--- src/rtl/emif4fpga_pkg.sv ---
// emif4fpga_pkg: shared constants and types for the EMIF dual-port RAM slice.
// Optional build macro: DPRAM_ID_OVERLAY_EN adds the board-ID hit flag to the read tag.
package emif4fpga_pkg;

    localparam int unsigned DPRAM_AW     = 8;
    localparam int unsigned DPRAM_DW     = 16;
    localparam int unsigned DPRAM_RD_LAT = 2;

    // Requester id width in the read tag; covers NREQ up to 4.
    localparam int unsigned TAG_IDW = 2;

    localparam logic [7:0]  BOARD_ID_ADDR = 8'd4;
    localparam logic [15:0] BOARD_ID_VAL  = 16'hAAAA;

    // Read tag travelling alongside the RAM read latency.
    typedef struct packed {
        logic               valid;
        logic [TAG_IDW-1:0] id;
`ifdef DPRAM_ID_OVERLAY_EN
        logic               id_hit;
`endif
    } dpram_tag_t;

endpackage

--- src/rtl/dpram_portb_arb_if.sv ---
// dpram_portb_arb_if: requester-side bus of the port-B arbiter.
// master = requesters, slave = arbiter.
interface dpram_portb_arb_if #(
    parameter int unsigned NREQ = 2,
    parameter int unsigned AW   = 8,
    parameter int unsigned DW   = 16
);
    logic [NREQ-1:0]    req;
    logic [NREQ-1:0]    req_we;
    logic [NREQ*AW-1:0] req_addr;
    logic [NREQ*DW-1:0] req_wdata;
    logic [NREQ-1:0]    gnt;
    logic [NREQ-1:0]    rvalid;
    logic [DW-1:0]      rdata;

    modport master (
        output req, req_we, req_addr, req_wdata,
        input  gnt, rvalid, rdata
    );

    modport slave (
        input  req, req_we, req_addr, req_wdata,
        output gnt, rvalid, rdata
    );
endinterface

--- src/rtl/dpram_portb_arb_rr_arbiter.sv ---
// rr_arbiter: combinational round-robin pick. Search starts one past the
// pointer (modulo NREQ); the first asserted request wins.
module rr_arbiter
    import emif4fpga_pkg::*;
#(
    parameter int unsigned NREQ = 2
) (
    input  logic [NREQ-1:0]    req,
    input  logic [TAG_IDW-1:0] ptr,
    output logic [NREQ-1:0]    gnt,
    output logic [TAG_IDW-1:0] win_idx,
    output logic               win_vld
);

    int unsigned idx;

    // Rotating priority search from ptr+1.
    always_comb begin
        gnt     = '0;
        win_idx = '0;
        win_vld = 1'b0;
        idx     = 0;
        for (int unsigned k = 1; k <= NREQ; k++) begin
            idx = (32'(ptr) + k) % NREQ;
            if (!win_vld && (|(req & (NREQ'(1) << idx)))) begin
                win_vld = 1'b1;
                win_idx = TAG_IDW'(idx);
                gnt     = NREQ'(1) << idx;
            end
        end
    end

endmodule

--- src/rtl/dpram_portb_arb.sv ---
// dpram_portb_arb: round-robin arbiter/sequencer for port B of the 256x16
// dual-port RAM. One access per cycle; reads return a tagged rvalid pulse
// RD_LAT+1 cycles after acceptance.
// Optional build macro: DPRAM_ID_OVERLAY_EN (reads of BOARD_ID_ADDR return BOARD_ID_VAL).
module dpram_portb_arb
    import emif4fpga_pkg::*;
#(
    parameter int unsigned NREQ   = 2,
    parameter int unsigned AW     = DPRAM_AW,
    parameter int unsigned DW     = DPRAM_DW,
    parameter int unsigned RD_LAT = DPRAM_RD_LAT
) (
    input  logic          outclk_50mhz,
    input  logic          rst,
    dpram_portb_arb_if.slave bus,
    output logic [AW-1:0] address_b,
    output logic [DW-1:0] data_b,
    output logic          rden_b,
    output logic          wren_b,
    input  logic [DW-1:0] q_b
);

    logic [NREQ-1:0]    arb_gnt;
    logic [TAG_IDW-1:0] win_idx;
    logic               win_vld;
    logic [TAG_IDW-1:0] ptr_q;
    logic [TAG_IDW-1:0] issue_id;
    logic               accept;
    logic [AW-1:0]      win_addr;
    logic [DW-1:0]      win_wdata;
    logic               win_we;
    dpram_tag_t         tag_in;
    dpram_tag_t         tag_out;
    dpram_tag_t         tag_sr [RD_LAT];

    rr_arbiter #(.NREQ(NREQ)) u_arb (
        .req     (bus.req),
        .ptr     (ptr_q),
        .gnt     (arb_gnt),
        .win_idx (win_idx),
        .win_vld (win_vld)
    );

    // Grant gating and winner field selection.
    always_comb begin
        bus.gnt   = rst ? '0 : arb_gnt;
        accept    = !rst && win_vld;
        win_addr  = AW'(bus.req_addr >> (32'(win_idx) * AW));
        win_wdata = DW'(bus.req_wdata >> (32'(win_idx) * DW));
        win_we    = |(bus.req_we & arb_gnt);
    end

    // Round-robin pointer: remembers the last winner.
    always_ff @(posedge outclk_50mhz) begin
        if (rst) begin
            ptr_q <= TAG_IDW'(NREQ - 1);
        end else if (accept) begin
            ptr_q <= win_idx;
        end
    end

    // Issue stage: drive RAM port B for one cycle per accepted command.
    always_ff @(posedge outclk_50mhz) begin
        if (rst) begin
            address_b <= '0;
            data_b    <= '0;
            rden_b    <= 1'b0;
            wren_b    <= 1'b0;
            issue_id  <= '0;
        end else begin
            rden_b <= 1'b0;
            wren_b <= 1'b0;
            if (accept) begin
                address_b <= win_addr;
                data_b    <= win_wdata;
                wren_b    <= win_we;
                rden_b    <= !win_we;
                issue_id  <= win_idx;
            end
        end
    end

    // Tag captured from the issued RAM cycle.
    always_comb begin
        tag_in       = '0;
        tag_in.valid = rden_b;
        tag_in.id    = issue_id;
`ifdef DPRAM_ID_OVERLAY_EN
        tag_in.id_hit = (address_b == AW'(BOARD_ID_ADDR));
`endif
        tag_out = tag_sr[RD_LAT-1];
    end

    // Read-tag delay line matching the RAM read latency.
    always_ff @(posedge outclk_50mhz) begin
        if (rst) begin
            for (int unsigned i = 0; i < RD_LAT; i++) begin
                tag_sr[i] <= '0;
            end
        end else begin
            tag_sr[0] <= tag_in;
            for (int unsigned i = 1; i < RD_LAT; i++) begin
                tag_sr[i] <= tag_sr[i-1];
            end
        end
    end

    // Read return: one-cycle rvalid to the owner, data registered from q_b.
    always_ff @(posedge outclk_50mhz) begin
        if (rst) begin
            bus.rvalid <= '0;
            bus.rdata  <= '0;
        end else begin
            bus.rvalid <= '0;
            if (tag_out.valid) begin
                bus.rvalid <= NREQ'(1) << tag_out.id;
`ifdef DPRAM_ID_OVERLAY_EN
                bus.rdata  <= tag_out.id_hit ? DW'(BOARD_ID_VAL) : q_b;
`else
                bus.rdata  <= q_b;
`endif
            end
        end
    end

endmodule
--- src/flat_wrapper.sv ---
// flat-port wrapper written by rule: the top's interface ports become plain ports
module dpram_portb_arb_flat import emif4fpga_pkg::*;
#(
    parameter int unsigned NREQ   = 2,
    parameter int unsigned AW     = DPRAM_AW,
    parameter int unsigned DW     = DPRAM_DW,
    parameter int unsigned RD_LAT = DPRAM_RD_LAT
)
  (outclk_50mhz, rst, address_b, data_b, rden_b, wren_b, q_b, bus_req, bus_req_we, bus_req_addr, bus_req_wdata, bus_gnt, bus_rvalid, bus_rdata);
  dpram_portb_arb_if #(.NREQ(NREQ), .AW(AW), .DW(DW)) bus_i ();
  input  logic outclk_50mhz;
  input  logic rst;
  output logic [AW-1:0] address_b;
  output logic [DW-1:0] data_b;
  output logic rden_b;
  output logic wren_b;
  input  logic [DW-1:0] q_b;
  input wire logic [$bits(bus_i.req)-1:0] bus_req;
  input wire logic [$bits(bus_i.req_we)-1:0] bus_req_we;
  input wire logic [$bits(bus_i.req_addr)-1:0] bus_req_addr;
  input wire logic [$bits(bus_i.req_wdata)-1:0] bus_req_wdata;
  output wire logic [$bits(bus_i.gnt)-1:0] bus_gnt;
  output wire logic [$bits(bus_i.rvalid)-1:0] bus_rvalid;
  output wire logic [$bits(bus_i.rdata)-1:0] bus_rdata;
  assign bus_i.req = bus_req;
  assign bus_i.req_we = bus_req_we;
  assign bus_i.req_addr = bus_req_addr;
  assign bus_i.req_wdata = bus_req_wdata;
  assign bus_gnt = bus_i.gnt;
  assign bus_rvalid = bus_i.rvalid;
  assign bus_rdata = bus_i.rdata;
  dpram_portb_arb #(.NREQ(NREQ), .AW(AW), .DW(DW), .RD_LAT(RD_LAT)) u_core (.outclk_50mhz(outclk_50mhz), .rst(rst), .bus(bus_i), .address_b(address_b), .data_b(data_b), .rden_b(rden_b), .wren_b(wren_b), .q_b(q_b));
endmodule
--- config.mk ---
export PLATFORM = sky130hd
export DESIGN_NAME = dpram_portb_arb_flat
export DESIGN_NICKNAME = d
export VERILOG_FILES = /design/src/rtl/emif4fpga_pkg.sv /design/src/rtl/dpram_portb_arb_if.sv /design/src/rtl/dpram_portb_arb_rr_arbiter.sv /design/src/rtl/dpram_portb_arb.sv /design/src/flat_wrapper.sv
export SDC_FILE = /design/constraint.sdc
export NUM_CORES = 1
export LEC_CHECK = 0
export ABC_CLOCK_PERIOD_IN_PS = 3300
export CORE_MARGIN = 1
export CORE_UTILIZATION = 39
export DETAILED_ROUTE_END_ITERATION = 8
export HOLD_SLACK_MARGIN = 0.15
export PLACE_DENSITY_LB_ADDON = 0.15
export SLEW_MARGIN = 20
export SYNTH_ARGS = -nofsm -noshare
export SYNTH_HDL_FRONTEND = slang
export SYNTH_SLANG_ARGS = --single-unit
--- constraint.sdc ---
create_clock -name outclk_50mhz -period 3.3 [get_ports outclk_50mhz]
set_input_delay 0.66 -clock outclk_50mhz [delete_from_list [all_inputs] [get_ports outclk_50mhz]]
set_output_delay 0.66 -clock outclk_50mhz [all_outputs]
set_load 0.005 [all_outputs]
=== Word level (Yosys, flattened, before mapping) ===
Memories as Yosys holds them, arrays and structs flattened.
Cells that the tools add are included.

* Bits in registers: 47
* Memory bits (writable): 6
* Input port bits: 70
* Output and inout bits: 46
* Word-level logic and storage cells: 45
* Memories kept: 1

{| class="wikitable"
|+ Memory list
! name !! depth !! width !! read ports !! clocked after memory_dff !! write ports !! RTL line !! RTL
|-
| u_core.tag_sr || 2 || 3 || 2 || 0 || 2 || dpram_portb_arb.sv:34 || <nowiki>dpram_tag_t tag_sr [RD_LAT];</nowiki>
|}

* $add $sub $neg: 2
* Shifts and indexed selects: 5
* Multiplexer cells: 12
* Bitwise operators: 7
* Reduce and logical (&&, ||, !) cells: 10

{| class="wikitable"
|+ Operators with widths
! operator !! count
|-
| >> shifter 32 x 5 -> 16 bit || 1
|-
| >> shifter 16 x 4 -> 8 bit || 1
|-
| OR reduction 2 bit || 5
|-
| 2-to-1 mux 1 bit || 7
|-
| bitwise AND 2 bit || 3
|-
| 2-to-1 mux 2 bit || 3
|-
| 2-to-1 mux 3 bit || 2
|-
| << shifter 1 x 1 -> 2 bit, first input constant || 2
|-
| zero test 1 bit || 3
|-
| adder 1 bit, second input constant || 2
|-
| logical AND 1 bit || 2
|-
| NOT 1 bit || 2
|-
| bitwise OR 1 bit || 2
|-
| << shifter 1 x 2 -> 2 bit, first input constant || 1
|}

=== Logic depth before layout (Yosys ltp) ===
* Depth after elaboration: 11
* Gate-level depth with buffers: 5
* Depth with buffers taken out: 3

=== Cells and area by module ===
Synthesis repeated with hierarchy kept, for this count alone.

* Cells, all modules: 176
* Area total of the unflattened synthesis: 2,155.8 um2

{| class="wikitable"
|+ Modules (own cells, without submodules)
! module !! instances !! cells an instance !! area each (um2) !! sequential area each (um2)
|-
| dpram_portb_arb || 1 || 169 || 2,112.0 || 1,061.0
|-
| rr_arbiter || 1 || 7 || 43.8 || 0.0
|}

=== Least setup slack after synthesis ===
No wires, ideal clock.

* Path kind: input to output
* From: in bus_req[1]
* To: out bus_gnt[0]
* Data arrival time: 1.212 ns
* Data required time: 2.640 ns
* Setup slack: 1.428 ns
* Stages on the path: 3
* Cell sequence: and2b_4 -> nor3_4 -> buf_6

* Cells in the longest elaborated chain, start to end: 7
* Elaborated cells between the ends (all ways): 10
* Those cells by class: 4 x mux; 2 x bitwise; 4 x reduce/logical

{| class="wikitable"
|+ RTL lines
! item !! RTL line !! RTL
|-
| from (decl) || flat_wrapper.sv:18 || <nowiki>input wire logic [$bits(bus_i.req)-1:0] bus_req;</nowiki>
|-
| bitwise AND 2 bit || dpram_portb_arb_rr_arbiter.sv:25 || <nowiki>if (!win_vld && (|(req & (NREQ'(1) << idx)))) begin</nowiki>
|-
| OR reduction 2 bit || dpram_portb_arb_rr_arbiter.sv:25 ||
|-
| 2-to-1 mux 1 bit || dpram_portb_arb_rr_arbiter.sv:25 ||
|-
| zero test 1 bit || dpram_portb_arb_rr_arbiter.sv:25 ||
|-
| logical AND 1 bit || dpram_portb_arb_rr_arbiter.sv:25 ||
|-
| 2-to-1 mux 2 bit * || dpram_portb_arb_rr_arbiter.sv:25 ||
|-
| 2-to-1 mux 2 bit * || dpram_portb_arb.sv:46 || <nowiki>bus.gnt = rst ? '0 : arb_gnt;</nowiki>
|-
| to (decl) || flat_wrapper.sv:22 || <nowiki>output wire logic [$bits(bus_i.gnt)-1:0] bus_gnt;</nowiki>
|}

Mark *: on every way between the ends. The rest lies on a longest branch, timed or not.

=== Final worst setup path ===
* From: in bus_req[1]
* To: out bus_gnt[1]

Same word-level chain as after synthesis.

==> run summary <==
### Route
• drt total wl: 4570 um
• Pre-Repair DR Iteration Count: 7
• number of vias in the routed layout: 1665
• WL/cell: 13.8 um
• via count normalized by instance count: 5.03
• number of nets with antenna violations after routing: 0
• violation count after the first detailed-route iteration: 77
• # DRC: 8

### Floorplan
• Starting Density: 41.8%
• number of rows created at floorplan: 24
• I/O pin total: 116
• die span in x: 71.3 um
• core region area: 4470 um^2
• Total Die Area: 5080 um^2
• die extent in y: 71.3 um

### Synth
• count of different cell masters after synthesis: 24
• flip-flop and latch count after synthesis: 50
• count of warnings emitted by yosys: 0
• sequential share of the synthesized area: 53.5%
• net count of the mapped netlist: 234
• Cell Area, Synth: 1870 um^2
• mean instance size in the synthesized netlist: 11.4 um^2
• instance count of the mapped netlist: 164

### Place
• placer's final routability congestion estimate: 0.749
• count of input and output buffers: 115
• setup slack at placement: 0.452 ns
• dpl hpwl: 3300 um

### Setup path
• cells traversed along the worst timing path: clkdlybuf4s50_1 > a21bo_2 > nor2_4 > clkdlybuf4s50_1
• Setup crit end kind: primary output
• crit-path most repeated cell: sky130_fd_sc_hd__clkdlybuf4s50_1
• Bufs and invs on worst path: 2
• critical path startpoint: bus_req[1]
• end of the worst register-to-register path: u_core.address_b[1]
• cell family with most CP delay: buffers and inverters
• reg-to-reg startpoint: u_core.ptr_q[0]
• arrival time of data at the critical path endpoint: 2.18 ns
• crit path launch type: input port
• critical-path cell with the highest stage delay: sky130_fd_sc_hd__clkdlybuf4s50_1
• Crit Path Category: in2out
• path depth of the worst reg2reg path: 4
• crit path max fanout: 6
• R2R setup slack: 1.88 ns
• largest incremental delay on the critical path: 0.60 ns
• data required time at the worst endpoint: 2.64 ns

### GRT
• vias in the first global route: 1639
• global routing usage on met3: 5.20%
• initial antenna violation count: 0
• global-route wire length before repair: 7430 um
• most crowded layer after global routing: met2
• pin count of the biggest net entering global routing: 28
• total congestion overflow: 0
• global-route track usage on met1: 23.1%
• Global Route met2 Usage: 30.2%
• global-route usage over all layers: 18.7%

### Pwr
• overall power: 0.00125 W
• VDD IR-drop max: 0.231 mV
• cell leakage power: 1.18 nW
• power density of the placed cells: 400 nW/um^2

### Timing
• highest attainable clock frequency: 352 MHz
• max_slew headroom: 38.0%
• final setup violating endpoints: 0
• WHS: 0.412 ns
• slew of the pin with the lowest slew margin: 0.929 ns
• shortest clock period the worst path allows after layout: 2.84 ns
• clock tree skew after final layout: 0.00923 ns
• setup TNS: 0 ns
• unrepaired setup endpoints after global routing: no
• part of the cycle the worst path needs: 86.0%
• hold violation count in the final report: 0
• PnR worst setup slack: 0.461 ns
• final slew viol count: 0

### Final layout
• Total Nets Final: 348
• share of final-layout standard cells stronger than drive strength 1: 7.89%
• utilization of the core after routing: 69.8%
• number of inserted diodes: 0
• most common library cell in the layout ignoring fill and taps: sky130_fd_sc_hd__clkdlybuf4s50_1
• most used cells in the layout excluding fill and tap cells: sky130_fd_sc_hd__clkdlybuf4s50_1 (115), sky130_fd_sc_hd__dfxtp_1 (50), sky130_fd_sc_hd__and2_1 (24)
• synthesis-to-finish area growth: 66.9%

### Run status
• failing checks: DRC
• result of the run: finished with violations

### CTS
• CTS Buffer Depth: 2
• cell chosen for the clock root: sky130_fd_sc_hd__clkbuf_8
• buffer count from post-CTS setup fixing: 0
• clock-pin slew on the worst setup and hold paths: 0.09 ns
• CTS H-tree depth: 2
• number of sinks handled by clock tree synthesis: 50
• cts bufs inserted: 5
• post-cts repair resize count: 0
• hold buffers post-CTS: 0
• CTS tree: done
• Worst-Skew Late Latency: 0.30 ns

### Flow run
• # Max-Cap Violations: 0

### Worst hold path
• worst hold path stage count: 1
• launch point of the worst hold path: u_core.tag_sr[0][3]
• hold path endpoint: u_core.bus.rvalid[0]
• path class of the lowest-slack min-delay path: reg2reg

-- report_power, final --
part           total (W)  leakage (nW)  switching, W  internal [W]
clock network   0.000375        0.0514      0.000202      0.000173
registers       0.000653         0.410     0.0000170      0.000636
logic           0.000221         0.716     0.0000641      0.000157
-- through the flow --
step           area, um^2  std cells
2_1_floorplan        1870        164
3_3_place_gp         3020        323
3_5_place_dp         3020        323
4_1_cts              3120        331
5_1_grt              3120        331
6_report             3120        331
-- synth_stat cells (all sizes together) --
cell type / n / area share [%]
nor3: 2 / 1.7
a221o: 24 / 13
o21ai: 1 / 0.27
dfxtp: 50 / 53
mux2i: 16 / 8.6
nand3: 2 / 0.53
o32a: 1 / 0.53
nand2: 2 / 0.40
inv: 1 / 0.20
nor2b: 4 / 1.3
and3b: 1 / 0.47
clkbuf: 2 / 0.40
or2b: 1 / 0.40
nor3b: 1 / 0.40
a21bo: 1 / 0.53
nor2: 18 / 4.0
and2: 24 / 8.0
buf: 9 / 4.2
a21oi: 3 / 0.80
and2b: 1 / 0.53
-- worst max-delay path by stage --
stage,to,cells after the start
2_1_floorplan,bus_gnt[0],3
3_3_place_gp,bus_gnt[1],4
3_5_place_dp,bus_gnt[1],4
4_1_cts,bus_gnt[1],4
5_1_grt,bus_gnt[0],4
6_report,bus_gnt[1],4
-- sequential cells by signal (all words and copies together) (netlist names) --
signal / flops
u_core.tag_sr: 4
u_core.issue_id: 1
u_core.ptr_q: 1
u_core.data_b: 16
u_core.address_b: 8
u_core.bus.rvalid: 2
u_core.wren_b: 1
u_core.bus.rdata: 16
u_core.rden_b: 1
-- cell families (layout without fill, tap and decap cells) --
logic type	after synthesis	count (layout)	share of synthesized area, %
buffers and inverters	12	127	4.81
multiplexers	16	16	8.56
AO/OA/AOI/OAI	30	30	15.3
flip-flops	50	50	53.5
AND/OR/NAND/NOR	56	56	17.8
-- layout make-up --
| type | count | area, um^2 |
|---|---|---|
| Fill cell | 360 | 1350 |
| Timing Repair Buffer | 118 | 1170 |
| Sequential cell | 50 | 1000 |
| Multi-Input combinational cell | 102 | 781 |
| Clock buffer | 6 | 82.6 |
| Tap cell | 52 | 65.1 |
| Clock inverter | 2 | 17.5 |
| Inverter | 1 | 3.75 |
-- layer usage --
layer | share of wire, % | vias up
met5 | 0 | -
met4 | 1.9 | 0
met3 | 8.9 | 9
met2 | 46 | 81
met1 | 44 | 756
li1 | - | 819
No activity file was read; power rests on OpenSTA's default activity.
